[config.mk]
export PLATFORM = sky130hd
export DESIGN_NAME = clk_div_prog
export DESIGN_NICKNAME = d
export VERILOG_FILES = /design/src/rtl/clk_div_prog.sv
export SDC_FILE = /design/constraint.sdc
export NUM_CORES = 1
export LEC_CHECK = 0
export CORE_ASPECT_RATIO = 0.8
export CORE_MARGIN = 2
export CORE_UTILIZATION = 52
export DETAILED_ROUTE_END_ITERATION = 7
export PLACE_DENSITY = 0.75
export SYNTH_ARGS = -nofsm -noshare
export SYNTH_HDL_FRONTEND = slang
export SYNTH_SLANG_ARGS = --single-unit
export TNS_END_PERCENT = 100
[constraint.sdc]
create_clock -name clk -period 3.2 [get_ports clk]
set_input_delay 0.96 -clock clk [delete_from_list [all_inputs] [get_ports clk]]
set_output_delay 0.96 -clock clk [all_outputs]
set_load 0.005 [all_outputs]
[src/rtl/clk_div_prog.sv]
// Runtime-programmable integer clock divider: divide-by-N (N >= 2), 50% duty for odd and even N.
// Divisor changes and en start/stop only take effect at out_clk period boundaries.
module clk_div_prog #(
  parameter int WIDTH       = 8,
  parameter int DEFAULT_DIV = 3
) (
  input  logic             clk,
  input  logic             rst,
  input  logic             en,
  input  logic [WIDTH-1:0] div_val,
  input  logic             div_load,
  output logic             out_clk,
  output logic             period_tick,
  output logic [WIDTH-1:0] div_active,
  output logic             pending,
  output logic             cfg_err,
  output logic             running
);

  typedef enum logic [1:0] {S_IDLE, S_RUN, S_STOP} state_t;

  state_t           r_state, w_state_nxt;
  logic [WIDTH-1:0] r_cnt, w_cnt_nxt;
  logic [WIDTH-1:0] r_div, w_div_nxt;
  logic [WIDTH-1:0] r_pval, w_pval_nxt;
  logic             r_pv, w_pv_nxt;
  logic             r_p, w_p_nxt;
  logic             r_n;
  logic             r_cfg_err;

  logic [WIDTH-1:0] w_cnt_inc;
  logic [WIDTH:0]   w_half;
  logic             w_last;
  logic             w_legal;

  always_comb begin
    w_cnt_inc = r_cnt + WIDTH'(1);
    w_half    = ({1'b0, r_div} + (WIDTH+1)'(1)) >> 1;
    w_last    = (r_cnt == r_div - WIDTH'(1));
    w_legal   = div_load && (div_val >= WIDTH'(2));

    w_state_nxt = r_state;
    w_cnt_nxt   = r_cnt;
    w_p_nxt     = r_p;
    w_div_nxt   = r_div;
    w_pv_nxt    = r_pv;
    w_pval_nxt  = r_pval;

    case (r_state)
      S_IDLE: begin
        w_cnt_nxt = '0;
        w_p_nxt   = 1'b0;
        if (w_legal) w_div_nxt = div_val;
        if (en) begin
          w_state_nxt = S_RUN;
          w_p_nxt     = 1'b1;
        end
      end
      S_RUN, S_STOP: begin
        if (w_last) begin
          // Boundary: the next period (cnt=0 onward) runs with the pending divisor.
          w_cnt_nxt = '0;
          w_p_nxt   = 1'b1;
          if (r_pv) begin
            w_div_nxt = r_pval;
            w_pv_nxt  = 1'b0;
          end
        end else begin
          w_cnt_nxt = w_cnt_inc;
          w_p_nxt   = ({1'b0, w_cnt_inc} < w_half);
        end

        if (r_state == S_RUN) begin
          if (!en) w_state_nxt = S_STOP;
        end else if (en) begin
          w_state_nxt = S_RUN;
        end else if (w_last) begin
          w_state_nxt = S_IDLE;
          w_p_nxt     = 1'b0;
        end

        // A load arriving on the boundary cycle stays pending for the following boundary.
        if (w_legal) begin
          w_pv_nxt   = 1'b1;
          w_pval_nxt = div_val;
        end
      end
      default: begin
        w_state_nxt = S_IDLE;
        w_cnt_nxt   = '0;
        w_p_nxt     = 1'b0;
      end
    endcase
  end

  always_ff @(posedge clk) begin
    if (rst) begin
      r_state   <= S_IDLE;
      r_cnt     <= '0;
      r_p       <= 1'b0;
      r_div     <= WIDTH'(DEFAULT_DIV);
      r_pv      <= 1'b0;
      r_pval    <= '0;
      r_cfg_err <= 1'b0;
    end else begin
      r_state   <= w_state_nxt;
      r_cnt     <= w_cnt_nxt;
      r_p       <= w_p_nxt;
      r_div     <= w_div_nxt;
      r_pv      <= w_pv_nxt;
      r_pval    <= w_pval_nxt;
      r_cfg_err <= div_load && (div_val < WIDTH'(2));
    end
  end

  // Half-cycle delayed phase; ANDing it in stretches the low time by half a clk for odd N.
  always_ff @(negedge clk) begin
    r_n <= r_p;
  end

  assign out_clk     = r_div[0] ? (r_p & r_n) : r_p;
  assign running     = (r_state != S_IDLE);
  assign period_tick = running && (r_cnt == '0);
  assign div_active  = r_div;
  assign pending     = r_pv;
  assign cfg_err     = r_cfg_err;

endmodule

Yosys cells after proc, flatten, opt, wreduce, memory -nomap -nowiden --
Cells that the tools add are included.
Storage, ports and cells: bits in registers 30, logic and storage cells 58, output and inout port bits 13, input port bits 12
Operators by class: bitwise operators 2, reduce and logical (&&, ||, !) cells 14, muxes and demuxes 19, order comparisons 3, $add $sub $neg 3, eq/ne operators 9
Operators with widths (number):
- 8-bit two-way mux | 3
- 8-bit case mux with 2 select lines | 1
- 2-bit two-way mux | 5
- 8-bit by 1-bit adder with 9-bit output, second input constant | 1
- 8-bit by 1-bit adder with 8-bit output, second input constant | 1
- 8-bit equality test | 1
- 8-bit by 2-bit >= comparator with 1-bit output, second input constant | 1
- 8-bit zero test | 1
- 8-bit by 2-bit less-than comparator with 1-bit output, second input constant | 1
- 8-bit less-than comparator | 1
- 1-bit two-way mux | 8
- 2-bit inequality test, second input constant | 4
- 8-bit by 1-bit subtractor with 8-bit output, second input constant | 1
- 2-bit nonzero test | 3
- 4-bit inequality test, second input constant | 1
- 2-bit case mux with 2 select lines | 1
- 2-bit AND reduction | 2
- 4-bit AND reduction | 1
- 1-bit logical AND | 3
- 3-bit inequality test, second input constant | 1
- 3-bit AND reduction | 1
- 3-bit OR reduction | 1
- 2-bit by 1-bit equality test with 1-bit output, second input constant | 1
- 2-bit equality test, second input constant | 1
- other kinds (5) | 5

Longest topological paths before layout --
depth in word-level cells 7, mapped depth 11, gate-level depth less buffers 10

==> results.txt <==
Via density = 5.66
Drc violations = 0
Dpl cells = 321
Compound-Gate Fraction of Synth Area = 0.220
Ys async rst share = 0
Seq/Total Area, Yosys = 0.274
Row cnt = 21
# hold bufs at CTS = 0
Total number of vias = 1856
Yosys cell types = 52
First-pass GRT wire length = 7770 µm
Grt ovf = 0
Critical Path Fanout Max = 1
Final ANT Viol Nets = 0
Status = finished with violations
DR iter-0 viols = 93
Top cells by area, synth = dfxtp_1, a211oi_2, ha_1, xnor2_1, mux2_2
Cell taking the most area after synthesis = dfxtp_1
Req. time, crit path = 2.24 ns
# nets final = 298
Cell with the most instances after synthesis = dfxtp_1
DR pass1 iterations = 4
Critical path data arrival time = 2.49 ns
Worst-margin pin slew = 0.585 ns
Core area = 0.00413 mm²
Max-slew violations = 0
RePlAce Congestion = 0.797
Worst skew pair latency = 0.33 ns
Synth cell count leaders = dfxtp_1, inv_1, nor2_1, nand2_1
Largest net degree at the start of global routing = 27
Reg2Reg Launch Point = div_active[1]
Critical path cell sequence = o21a_1 -> buf_2
RSZ-0062 raised after global routing = yes
Final setup fails = 1
Routed length on met3 = 218 µm
Worst Setup SP = r_n
R2R depth = 9
Critical path's slowest cell = dfxtp_1
Worst r2r dst = div_active[7]
Max Cap Viol = 0
Clock sink count = 30
HP Class = reg2reg
FF-to-FF setup slack = 0.45 ns
Post-synth top flop = dfxtp_1
TritonCTS clock tree = yes
# IOs = 25
Layout area overhead = 15.4%
Worst-path clk slew = 0.06 ns
Power per cell area = 608 mW/mm²
Slack of the critical path = -0.250 ns
Final worst clock skew = 0.0527 ns
Post-layout util = 0.613
DIE AREA = 0.00475 mm²
H-tree levels = 2
Worst setup endpoint = out_clk
Seq cells post-synth = 30
Max-slew headroom = 0.608
Crit start category = flop
Critical Path Max Stage Delay = 0.29 ns
Cell area after synthesis = 0.00219 mm²
Ant diodes = 0
CP Capture Type = output pin
DIE HEIGHT = 62.1 µm
Simple-gate share of the synthesized area = 0.196
Failing checks = setup timing
Yosys top cell area share = 0.274
XOR/XNOR Fraction of Synth Area = 0.0839
Average size of a mapped cell = 8.84 µm²
Metal2 WL = 2140 µm
DR WL/cell = 14.5 µm
Max layer used = met4
Number of global-route vias before repair = 1644
Antenna violations before repair = 0
Final hold violations = 0
Final WL = 4740 µm
CTS max path bufs = 2
Number of synthesized flops with an enable pin = 0
Fill count = 378
Main combinational cell family by area after synthesis = compound AO/OA/AOI/OAI gates
Share of post-route cells with drive strength above 1 = 0.162
WL met1 = 2350 µm
Number of CTS-inserted buffers = 5
Adder-cell share of the synthesized area = 0.0856
Syn. warnings = 0
Crit path kind = reg2out
Leak Pwr = 0.000977 µW
GRT Overall Usage = 0.212
Net Count, Synth = 275
PortBufs = 24
Root buf cell = clkbuf_8
Initial core utilization = 0.531
Syn Inst Count = 248
Non-filler cells, final = 328
Post-synthesis mux area share = 0.0594
Peak supply drop = 0.310 mV
Die extent in x = 76.6 µm
Detail Placement HPWL = 3610 µm
-- worst min path at each step --
stage / to / slack, ns / cells past startpoint / from
floorplan: r_pval[1] / 0.43 / 2 / r_pval[1]
global placement: r_pval[7] / 0.44 / 2 / r_pval[7]
detailed placement: r_pval[6] / 0.44 / 2 / r_pval[6]
CTS: r_pval[6] / 0.45 / 2 / r_pval[6]
global route: r_pval[7] / 0.48 / 2 / r_pval[7]
finish: r_pval[6] / 0.45 / 2 / r_pval[6]
-- routing by layer --
| metal | vias to the layer above | global-route usage |
|---|---|---|
| li1 | 926 | - |
| met1 | 888 | 0.274 |
| met2 | 38 | 0.354 |
| met3 | 4 | 0.0477 |
| met4 | 0 | 0.0883 |
| met5 | - | 0 |
-- registers in the layout, indices dropped and copies added, names as in the netlist --
| name | count |
|---|---|
| r_pval | 8 |
| r_p | 1 |
| cfg_err | 1 |
| r_n | 1 |
| pending | 1 |
| div_active | 8 |
| r_state | 2 |
| r_cnt | 8 |
-- report_power, final --
part	total [µW]	switching [µW]	internal [µW]
clock	291	140	151
sequential	519	87.0	432
combinational	729	378	351
-- layout make-up --
type / instances / area, µm² / area share
Timing Repair Buffer: 32 / 295 / 0.117
Multi-Input combinational cell: 183 / 1420 / 0.559
Sequential cell: 30 / 601 / 0.237
Clock buffer: 7 / 76.3 / 0.0302
Tap cell: 57 / 71.3 / 0.0282
Clock inverter: 1 / 3.75 / 0.00148
Inverter: 18 / 67.6 / 0.0267
-- cells in the final DEF (no fill, tap or decap), types with 6 or more instances in the layout --
cell	n
xnor2_1	13
nand3_1	13
nand2_1	16
nor2_1	17
nor2b_1	7
a21oi_1	9
nor3_1	6
a211oi_2	15
mux2_2	8
inv_1	19
buf_4	8
xor2_1	8
ha_1	15
dfxtp_1	30
clkdlybuf4s50_1	23
-- worst max-delay path: cells and delay by family (launching register included) --
kind / cells / cell delay [ns]
DFF: 1 / 0.29
AOI/OAI and AO/OA: 1 / 0.15
buffers and inverters: 1 / 0.12
-- metrics by stage --
stage / hold slack [ns] / instance area [µm²] / setup TNS [ns] / power [µW] / worst slack (ns)
floorplan: 0.433 / 2190 / 0 / 1060 / 0.201
global placement: 0.439 / 2460 / -0.228 / 1240 / -0.228
detailed placement: 0.443 / 2460 / -0.252 / 1250 / -0.239
CTS: 0.452 / 2530 / -0.265 / 1550 / -0.265
global route: 0.481 / 2530 / -0.294 / 1650 / -0.294
finish: 0.450 / 2530 / -0.250 / 1540 / -0.250
-- cells by family after synthesis --
| family | after synthesis |
|---|---|
| AOI/OAI and AO/OA | 54 |
| and+or+nand+nor | 81 |
| adders and majority gates | 15 |
| xor gates and xnor gates | 21 |
| DFF | 30 |
| buffers and inverters | 35 |
| muxes | 12 |
-- timing repair --
| item | 4_1_cts | 5_1_grt |
|---|---|---|
| setup buffers | 0 | 0 |
| setup endpoints to repair | 1 | 1 |
| gates resized for setup | 4 | 0 |
No activity file was read; power rests on OpenSTA's default activity.
